$ cat src/rtl/mdio_responder.sv
// Clause-22 MDIO PHY-side responder serving a small 16-bit register file.
// Define MDIO_PREAMBLE_SUPPRESS_EN to accept a frame after a single preamble 1 bit.
module mdio_responder #(
  parameter logic [4:0]  PHY_ADDR  = 5'd1,
  parameter int          REG_COUNT = 8,
  parameter logic [15:0] BMCR_RST  = 16'h3100,
  parameter logic [15:0] BMSR_VAL  = 16'h786D,
  parameter logic [15:0] PHY_ID1   = 16'h0022,
  parameter logic [15:0] PHY_ID2   = 16'h1550,
  parameter int          TIMEOUT   = 1024
) (
  input  logic        clk_i,
  input  logic        rst_i,
  input  logic        mdc_i,
  input  logic        mdio_i,
  output logic        mdio_o,
  output logic        mdio_oe_o,
  output logic        reg_wr_o,
  output logic [4:0]  reg_addr_o,
  output logic [15:0] reg_wdata_o
);

`ifdef MDIO_PREAMBLE_SUPPRESS_EN
  localparam logic [5:0] PRE_MIN = 6'd1;
`else
  localparam logic [5:0] PRE_MIN = 6'd32;
`endif
  localparam logic [5:0]    REG_LIM = 6'(REG_COUNT);
  localparam int            TW      = $clog2(TIMEOUT + 1);
  localparam logic [TW-1:0] TO_LAST = TW'(TIMEOUT - 1);

  typedef enum logic [2:0] {
    S_IDLE, S_ST, S_OP, S_PHYAD, S_REGAD, S_TA, S_DATA, S_SKIP
  } state_t;

  state_t         r_state, w_state_nxt;
  logic [1:0]     r_mdc_sync, r_mdio_sync;
  logic           r_mdc_d;
  logic           w_bit, w_din, w_timeout, w_phy_hit, w_wr_hit;
  logic [5:0]     r_pre_cnt;
  logic [4:0]     r_bit_cnt;
  logic           r_op_bit0, r_op_rd;
  logic [4:0]     r_phyad, r_regad, w_regad_full;
  logic [15:0]    r_shift, w_rd_word;
  logic [TW-1:0]  r_to_cnt;
  logic           r_wr_pend;
  logic           r_mdio_o, r_mdio_oe, r_wr;
  logic [4:0]     r_addr;
  logic [15:0]    r_wdata;
  logic [15:0]    r_regs [32];

  assign w_bit        = r_mdc_sync[1] & ~r_mdc_d;
  assign w_din        = r_mdio_sync[1];
  assign w_phy_hit    = (r_phyad == PHY_ADDR);
  assign w_regad_full = {r_regad[3:0], w_din};
  assign w_timeout    = (r_state != S_IDLE) && !w_bit && (r_to_cnt == TO_LAST);
  assign w_wr_hit     = (r_regad == 5'd0) ||
                        ((r_regad >= 5'd4) && ({1'b0, r_regad} < REG_LIM));

  assign mdio_o      = r_mdio_o;
  assign mdio_oe_o   = r_mdio_oe;
  assign reg_wr_o    = r_wr;
  assign reg_addr_o  = r_addr;
  assign reg_wdata_o = r_wdata;

  // Pin synchronizers and MDC edge history
  always_ff @(posedge clk_i or negedge rst_i) begin
    if (!rst_i) begin
      r_mdc_sync  <= 2'b00;
      r_mdio_sync <= 2'b11;
      r_mdc_d     <= 1'b0;
    end else begin
      r_mdc_sync  <= {r_mdc_sync[0], mdc_i};
      r_mdio_sync <= {r_mdio_sync[0], mdio_i};
      r_mdc_d     <= r_mdc_sync[1];
    end
  end

  // FSM state register
  always_ff @(posedge clk_i or negedge rst_i) begin
    if (!rst_i) begin
      r_state <= S_IDLE;
    end else begin
      r_state <= w_state_nxt;
    end
  end

  // Frame decode next-state logic
  always_comb begin
    w_state_nxt = r_state;
    if (w_timeout) begin
      w_state_nxt = S_IDLE;
    end else if (w_bit) begin
      case (r_state)
        S_IDLE: begin
          if (!w_din && (r_pre_cnt >= PRE_MIN)) w_state_nxt = S_ST;
          else                                  w_state_nxt = S_IDLE;
        end
        S_ST:   w_state_nxt = w_din ? S_OP : S_IDLE;
        S_OP: begin
          if (!r_bit_cnt[0])            w_state_nxt = S_OP;
          else if (r_op_bit0 != w_din)  w_state_nxt = S_PHYAD;
          else                          w_state_nxt = S_IDLE;
        end
        S_PHYAD: w_state_nxt = (r_bit_cnt == 5'd4) ? S_REGAD : S_PHYAD;
        S_REGAD: begin
          if (r_bit_cnt != 5'd4) w_state_nxt = S_REGAD;
          else if (w_phy_hit)    w_state_nxt = S_TA;
          else                   w_state_nxt = S_SKIP;
        end
        // Reads just wait out TA; writes must see exactly 1 then 0
        S_TA: begin
          if (r_op_rd)            w_state_nxt = r_bit_cnt[0] ? S_DATA : S_TA;
          else if (r_bit_cnt[0])  w_state_nxt = w_din ? S_IDLE : S_DATA;
          else                    w_state_nxt = w_din ? S_TA : S_IDLE;
        end
        S_DATA:  w_state_nxt = (r_bit_cnt == 5'd15) ? S_IDLE : S_DATA;
        S_SKIP:  w_state_nxt = (r_bit_cnt == 5'd17) ? S_IDLE : S_SKIP;
        default: w_state_nxt = S_IDLE;
      endcase
    end else begin
      w_state_nxt = r_state;
    end
  end

  // Read-word mux over the register file
  always_comb begin
    w_rd_word = 16'h0000;
    case (w_regad_full)
      5'd1:    w_rd_word = BMSR_VAL;
      5'd2:    w_rd_word = PHY_ID1;
      5'd3:    w_rd_word = PHY_ID2;
      default: begin
        if ({1'b0, w_regad_full} < REG_LIM) w_rd_word = r_regs[w_regad_full];
        else                                w_rd_word = 16'h0000;
      end
    endcase
  end

  // MDC watchdog, counted only inside a frame
  always_ff @(posedge clk_i or negedge rst_i) begin
    if (!rst_i) begin
      r_to_cnt <= '0;
    end else if ((r_state == S_IDLE) || w_bit || w_timeout) begin
      r_to_cnt <= '0;
    end else begin
      r_to_cnt <= r_to_cnt + 1'b1;
    end
  end

  // Per-bit datapath: field capture, read shift-out and pin drive
  always_ff @(posedge clk_i or negedge rst_i) begin
    if (!rst_i) begin
      r_pre_cnt <= 6'd0;
      r_bit_cnt <= 5'd0;
      r_op_bit0 <= 1'b0;
      r_op_rd   <= 1'b0;
      r_phyad   <= 5'd0;
      r_regad   <= 5'd0;
      r_shift   <= 16'h0000;
      r_wr_pend <= 1'b0;
      r_mdio_o  <= 1'b1;
      r_mdio_oe <= 1'b0;
    end else begin
      r_wr_pend <= 1'b0;
      if (w_timeout) begin
        r_pre_cnt <= 6'd0;
        r_bit_cnt <= 5'd0;
        r_mdio_oe <= 1'b0;
        r_mdio_o  <= 1'b1;
      end else if (w_bit) begin
        r_bit_cnt <= (w_state_nxt != r_state) ? 5'd0 : r_bit_cnt + 5'd1;
        case (r_state)
          S_IDLE: begin
            if (!w_din)                  r_pre_cnt <= 6'd0;
            else if (r_pre_cnt != 6'd32) r_pre_cnt <= r_pre_cnt + 6'd1;
          end
          S_OP: begin
            if (r_bit_cnt[0]) r_op_rd   <= r_op_bit0;
            else              r_op_bit0 <= w_din;
          end
          S_PHYAD: r_phyad <= {r_phyad[3:0], w_din};
          // Read word is frozen here so a later write cannot leak into it
          S_REGAD: begin
            r_regad <= w_regad_full;
            if (r_bit_cnt == 5'd4) r_shift <= w_rd_word;
          end
          S_TA: begin
            if (r_op_rd && !r_bit_cnt[0]) begin
              r_mdio_oe <= 1'b1;
              r_mdio_o  <= 1'b0;
            end else if (r_op_rd) begin
              r_mdio_o <= r_shift[15];
              r_shift  <= {r_shift[14:0], 1'b0};
            end
          end
          S_DATA: begin
            if (r_op_rd && (r_bit_cnt == 5'd15)) begin
              r_mdio_oe <= 1'b0;
              r_mdio_o  <= 1'b1;
            end else if (r_op_rd) begin
              r_mdio_o <= r_shift[15];
              r_shift  <= {r_shift[14:0], 1'b0};
            end else begin
              r_shift   <= {r_shift[14:0], w_din};
              r_wr_pend <= (r_bit_cnt == 5'd15);
            end
          end
          default: ;
        endcase
      end
    end
  end

  // Write commit: register file, last-write outputs and strobe
  always_ff @(posedge clk_i or negedge rst_i) begin
    if (!rst_i) begin
      r_wr    <= 1'b0;
      r_addr  <= 5'd0;
      r_wdata <= 16'h0000;
      for (int i = 0; i < 32; i++) begin
        r_regs[i] <= (i == 0) ? BMCR_RST : 16'h0000;
      end
    end else begin
      r_wr <= 1'b0;
      if (r_wr_pend && w_wr_hit) begin
        r_wr    <= 1'b1;
        r_addr  <= r_regad;
        r_wdata <= r_shift;
        if (r_regad == 5'd0) r_regs[0]       <= {1'b0, r_shift[14:0]};
        else                 r_regs[r_regad] <= r_shift;
      end
    end
  end

endmodule

$ cat config.mk
export PLATFORM = sky130hd
export DESIGN_NAME = mdio_responder
export DESIGN_NICKNAME = d
export VERILOG_FILES = /design/src/rtl/mdio_responder.sv
export SDC_FILE = /design/constraint.sdc
export NUM_CORES = 1
export LEC_CHECK = 0
export ABC_AREA = 1
export CORE_MARGIN = 5
export CORE_UTILIZATION = 58
export CTS_CLUSTER_DIAMETER = 120
export DETAILED_ROUTE_END_ITERATION = 8
export GPL_TIMING_DRIVEN = 0
export HOLD_SLACK_MARGIN = 0.08
export PLACE_DENSITY_LB_ADDON = 0.3
export SLEW_MARGIN = 20
export SYNTH_ARGS = -nofsm -noshare
export SYNTH_HDL_FRONTEND = slang
export SYNTH_SLANG_ARGS = --single-unit
$ cat constraint.sdc
create_clock -name clk_i -period 4.67 [get_ports clk_i]
set_clock_uncertainty 0.2 [all_clocks]
set_input_delay 0.934 -clock clk_i [delete_from_list [all_inputs] [get_ports clk_i]]
set_output_delay 0.934 -clock clk_i [all_outputs]
set_load 0.005 [all_outputs]
# Word-level counts from Yosys, hierarchy flattened
# Cells that the tools add are included.
# totals
elab_cells,181
rom_bits,0
n_memories,0
latchBits,0
ramBits,0
output_inout_bits,24
in_bits,4
ff_bits,595
# classes
n_bitwise,7
n_mux,58
div_mod_pow,0
n_reduce_logical,30
shifts,0
multipliers,0
add_sub_neg,3
n_lt_le_gt_ge,7
eq_ne,26
# ops
operator,n
512-bit bitwise mux,1
16-bit two-way mux,9
16-bit case mux with 3 select lines,2
16-bit binary-select mux with 5-bit select,1
16-bit demux with 5-bit select,1
6-bit two-way mux,5
3-bit two-way mux,9
3-bit case mux with 8 select lines,1
6-bit >= comparator (second input constant),3
1-bit two-way mux,17
5-bit two-way mux,3
3-bit equality test (second input constant),4
2-bit two-way mux,6
5-bit NOT with 6-bit output,2
4-bit AND reduction,3
11-bit by 1-bit adder with 11-bit output (second input constant),1
11-bit by 10-bit equality test with 1-bit output (second input constant),1
11-bit two-way mux,1
5-bit by 1-bit equality test with 1-bit output (second input constant),2
5-bit by 2-bit equality test with 1-bit output (second input constant),2
5-bit by 4-bit < comparator with 1-bit output (second input constant),2
3-bit AND reduction,3
3-bit nonzero test,3
1-bit logical AND,8
other kinds (26),41

# Depth between registers and ports, before layout
# logic_depth
depth_word,10
mapped_depth,16
ltp_nobuf,15

# Worst setup path before layout
# OpenSTA, ideal clock, no wires.
# synth_path
path_kind,register to register
from,register r_mdio_sync[1]
to,register r_bit_cnt[0]
slack_ns,2.310
path_stages_with_launch,16
t_arrival_ns,2.094
setup_time_ns,0.066
n_path_buf,2
cell_sequence,dfstp_2 > inv_2 > clkbuf_1 > clkbuf_1 > ha_1 > inv_1 > nor2_1 > nor2_1 > nor2_1 > nand3_1 > nand2_1 > nand3_1 > nand2_1 > nor2_1 > nand3_1 > nand2_1
# synth_between
elab_chain_cells,10
word_cells_on_any_way,18
classes_between,eq/ne: 2; mux: 14; reduce/logical: 2
# synth_rtl
element,line,source
"start, declared",37,"logic [1:0] r_mdc_sync, r_mdio_sync;"
"start signal, assigned",74,"r_mdio_sync <= {r_mdio_sync[0], mdio_i};"
3-bit two-way mux (tied with other cells),115,else w_state_nxt = w_din ? S_TA : S_IDLE;
3-bit two-way mux (tied with other cells),114,else if (r_bit_cnt[0]) w_state_nxt = w_din ? S_IDLE : S_DATA;
3-bit two-way mux (tied with other cells),113,if (r_op_rd) w_state_nxt = r_bit_cnt[0] ? S_DATA : S_TA;
3-bit case mux with 8 select lines (*),94,case (r_state)
3-bit two-way mux (*),93,end else if (w_bit) begin
3-bit two-way mux (*),91,if (w_timeout) begin
3-bit inequality test (*),172,r_bit_cnt <= (w_state_nxt != r_state) ? 5'd0 : r_bit_cnt + 5'd1;
5-bit two-way mux (*),172,
5-bit two-way mux (*),171,end else if (w_bit) begin
5-bit two-way mux (*),166,if (w_timeout) begin
"end signal, assigned",172,
"end, declared",41,logic [4:0] r_bit_cnt;
# Mark *: on every way between the ends. The rest lies on a longest branch, timed or not. The select of a mux whose other input is x is not followed.
# A chain may end at the register's enable or synchronous reset.

# Worst setup path in the final report
# layout_path
from,register r_mdio_sync[1]
to,register r_bit_cnt[2]
# Same word-level chain as after synthesis.

==> flow_metrics.env <==
export IMPL_post_place_ws_ps=1457
export IMPL_period_utilization_post_route=0.6828
export IMPL_fp_coreArea_mm2=0.01577
export IMPL_syn_inst=1051
export IMPL_htree_num_levels=1
export IMPL_worstMarginPinSlew_ps=661.8
export IMPL_grt_use_total=0.2503
export IMPL_synth_distinct_cells=41
export IMPL_finish_cell_count_without_fillers=1336
export IMPL_worst_ep_required_time_ps=4900
export IMPL_synth_fp_nets=1064
export IMPL_postSynthRegisterBits=208
export IMPL_die_width_um=136.4
export IMPL_final_setup_tns_ps=0
export IMPL_path_delay_family="buffers and inverters"
export IMPL_hold_ws_ps=107.7
export IMPL_placement_rows=46
export IMPL_place_detailed_hpwl_um=16050
export IMPL_start_util=0.5875
export IMPL_synthesis_area_mm2=0.009265
export IMPL_dp_cells=1296
export IMPL_finalSetupViolations=0
export IMPL_vdd_ir_drop_worst_uv=430.8
export IMPL_final_core_util=0.6711
export IMPL_ios=28
export IMPL_num_vias=7416
export IMPL_slack_of_the_critical_path_ps=1481
export IMPL_avgRoutedWirePerCell_um=16.87
export IMPL_status="completed"
export IMPL_synth_warning_count=0
export IMPL_leakage_nw=5.016
export IMPL_via_per_inst=5.551
export IMPL_layout_nets=1117
export IMPL_initial_antenna_violation_count=0
export IMPL_remaining_drc_errors=0
export IMPL_globalRouteOverflowTotal=0
export IMPL_crit_reg2reg_capture="r_bit_cnt[2]"
export IMPL_max_stage_delay_ps=570
export IMPL_total_of_cells_resized_after_clock_tree_synthesis=0
export IMPL_cts_buffer_depth=3
export IMPL_first_pass_grt_wire_length_um=36870
export IMPL_setup_reg_to_reg_worst_slack_ps=1480
export IMPL_cts_buffers_inserted=22
export IMPL_largest_net_degree_at_the_start_of_global_routing=101
export IMPL_clkLatencyLatePin_ps=500
export IMPL_cts_hold_buffers_added=0
export IMPL_timing_max_cap_violations=0
export IMPL_dieHeight_um=136.4
export IMPL_area_growth_synth_to_final_pct=14.22
export IMPL_regToRegStartpoint="r_mdio_sync[1]"
export IMPL_critical_path_max_fanout=10
export IMPL_crit_path_top_delay_cell="clkbuf_1"
export IMPL_finalHoldViolCount=0
export IMPL_post_cts_repair_setup_buffers=0
export IMPL_reg2regPathDepth=15
export IMPL_setup_worst_path_class="reg -> reg"
export IMPL_startpoint_types="register"
export IMPL_antenna_cells=0
export IMPL_clock_sinks=208
export IMPL_worst_hold_check_path_type="in -> async"
export IMPL_syn_area_per_cell_um2=8.816
export IMPL_register_area_share_after_synthesis=0.5626
export IMPL_dr_pass1_iterations=6
export IMPL_routabilityCongestion=0.9392
export IMPL_die_area_mm2=0.01860
export IMPL_crit_path_end_kind="register"
export IMPL_clk_transition_reported_paths_ps=60
export IMPL_rsz0062_at_grt="false"
export IMPL_power_per_cell_area_mw_per_mm2=412.8
export IMPL_routed_wl_um=22540
export IMPL_final_min_clock_period_ps=3189
export IMPL_drt_initial_drc_count=568
export IMPL_final_max_slew_viols=0
export IMPL_crit_chain="inv_2, clkbuf_1, clkbuf_1, ha_1, inv_1, nor2_1, nor2_1, nor2_1, nand3_1, nand2_1, nand3_1, nand2_1, nor2_1, nand3_1, nand2_1"
export IMPL_timing_slew_headroom=0.5588
export IMPL_number_of_global_route_vias_before_repair=7290
export IMPL_post_route_cells_drive_above_1_share=0.07321
export IMPL_tritoncts_clock_tree="done"
export IMPL_worst_endpoint_arrival_ps=3420
export IMPL_crit_buf_inv=4
export IMPL_port_buffer_count=27
export IMPL_ant_nets=0
export IMPL_fmax_ghz=0.3136
export IMPL_crit_top_cell="nor2_1"
export IMPL_ctsRootBufferMaster="clkbuf_16"
## layout make-up
class / instances / area, um2
well taps: 216 / 270.3
inverters: 116 / 435.4
plain buffers: 87 / 361.6
fillers: 1278 / 5187
multi-input cells: 640 / 3256
flip-flops and latches: 208 / 5213
clock buffers: 33 / 653.1
repair buffers: 29 / 330.3
clock inverters: 7 / 63.81
## how the worst max path moves through the flow
| stage | to | slack, ps | start | cells past startpoint |
|---|---|---|---|---|
| floorplan | r_bit_cnt[0] | 2310 | r_mdio_sync[1] | 15 |
| global placement | r_regs[460] | -6060 | rst_i | 1 |
| detailed placement | r_bit_cnt[2] | 1460 | r_mdio_sync[1] | 15 |
| CTS | r_bit_cnt[2] | 1490 | r_mdio_sync[1] | 15 |
| global route | r_bit_cnt[2] | 1160 | r_mdio_sync[1] | 15 |
| finish | r_bit_cnt[2] | 1480 | r_mdio_sync[1] | 15 |
## per-layer routing
layer	global-route usage	part of all wire	up-vias	wire length [um]
met5	0	0	-	0
met1	0.3483	0.43	3577	9761
met4	0.09854	0.040	0	912
met3	0.02739	0.054	66	1220
met2	0.4064	0.47	259	10650
li1	-	-	3514	-
## placed cells by master (no fill, tap or decap), types with 5 or more instances in the layout
cell type,count
inv_1,110
a21oi_1,27
nand3_1,23
clkinv_2,5
nor3_1,5
clkbuf_1,76
mux2_2,5
mux2_1,12
ha_1,9
clkdlybuf4s50_1,26
nor2_1,76
nand2_1,266
inv_2,6
o21ai_0,79
nand4_1,20
dfstp_2,6
a22o_1,12
clkbuf_16,23
buf_2,10
o22ai_1,31
a31oi_1,14
dfrtp_1,202
o211ai_1,22
## flip-flops by register name, indices dropped and copies added, names as in the netlist, 2 cells and up
signal,count
r_bit_cnt,5
r_mdc_sync,2
r_mdio_sync,2
r_phyad,5
r_pre_cnt,6
r_regad,5
r_regs,125
r_shift,16
r_state,3
r_to_cnt,11
reg_addr_o,5
reg_wdata_o,16
## worst register-to-register path, stage by stage, from the launching register on
cell,delay [ps]
dfstp_2,410
inv_2,130
clkbuf_1,390
clkbuf_1,570
ha_1,340
inv_1,50
nor2_1,30
nor2_1,120
nor2_1,60
nand3_1,110
nand2_1,70
nand3_1,70
nand2_1,70
nor2_1,290
nand3_1,120
nand2_1,80
## metrics by stage
stage | instance area (um2) | power [mW]
2_1_floorplan | 9265 | 2.456
3_3_place_gp | 9806 | 2.653
3_5_place_dp | 9866 | 2.675
4_1_cts | 10580 | 4.384
5_1_grt | 10580 | 4.566
6_report | 10580 | 4.369
## power breakdown
part           total [mW]  switching (mW)  internal, mW
sequential           2.04           0.136          1.91
combinational       0.613           0.424         0.188
clock                1.71           0.691          1.02
## kinds of logic (layout without fill, tap and decap cells)
logic type	Yosys count	count (layout)	share of synthesized area
buffers and inverters	203	272	0.08602
XOR/XNOR	6	6	0.005672
flip-flops	208	208	0.5626
AND/OR/NAND/NOR	409	409	0.1837
AO/OA/AOI/OAI	199	199	0.1292
multiplexers	17	17	0.02066
adder cells (fa/ha/maj)	9	9	0.01215
## cell usage after synthesis
cell,n,area (um2)
a211oi_1,2,15.01
a21boi_0,2,15.01
a21oi_1,27,135.1
a22o_1,12,105.1
a22oi_1,4,30.03
a31oi_1,14,87.58
and3_1,1,6.260
buf_1,2,7.510
buf_2,10,50.05
buf_4,4,30.03
buf_6,1,11.26
clkbuf_1,70,262.8
dfrtp_1,202,5055
dfstp_2,6,157.7
ha_1,9,112.6
inv_1,110,412.9
inv_2,6,22.52
mux2_1,12,135.1
mux2_2,5,56.30
nand2_1,266,998.5
nand2_2,3,18.77
nand3_1,23,115.1
nand3_2,2,20.02
nand3b_1,1,7.510
nand4_1,20,125.1
nor2_1,76,285.3
nor2_2,4,25.02
nor2_8,1,20.02
nor3_1,5,25.02
nor3_2,2,20.02
nor3b_1,3,22.52
nor4_1,2,12.51
o2111ai_1,3,26.28
o211ai_1,22,165.2
o21ai_0,79,395.4
o22ai_1,31,193.9
o311ai_0,1,8.760
o31ai_1,1,7.510
o31ai_2,1,12.51
xnor2_1,2,17.52
xor2_1,4,35.03
(Power assumes the default switching activity.)
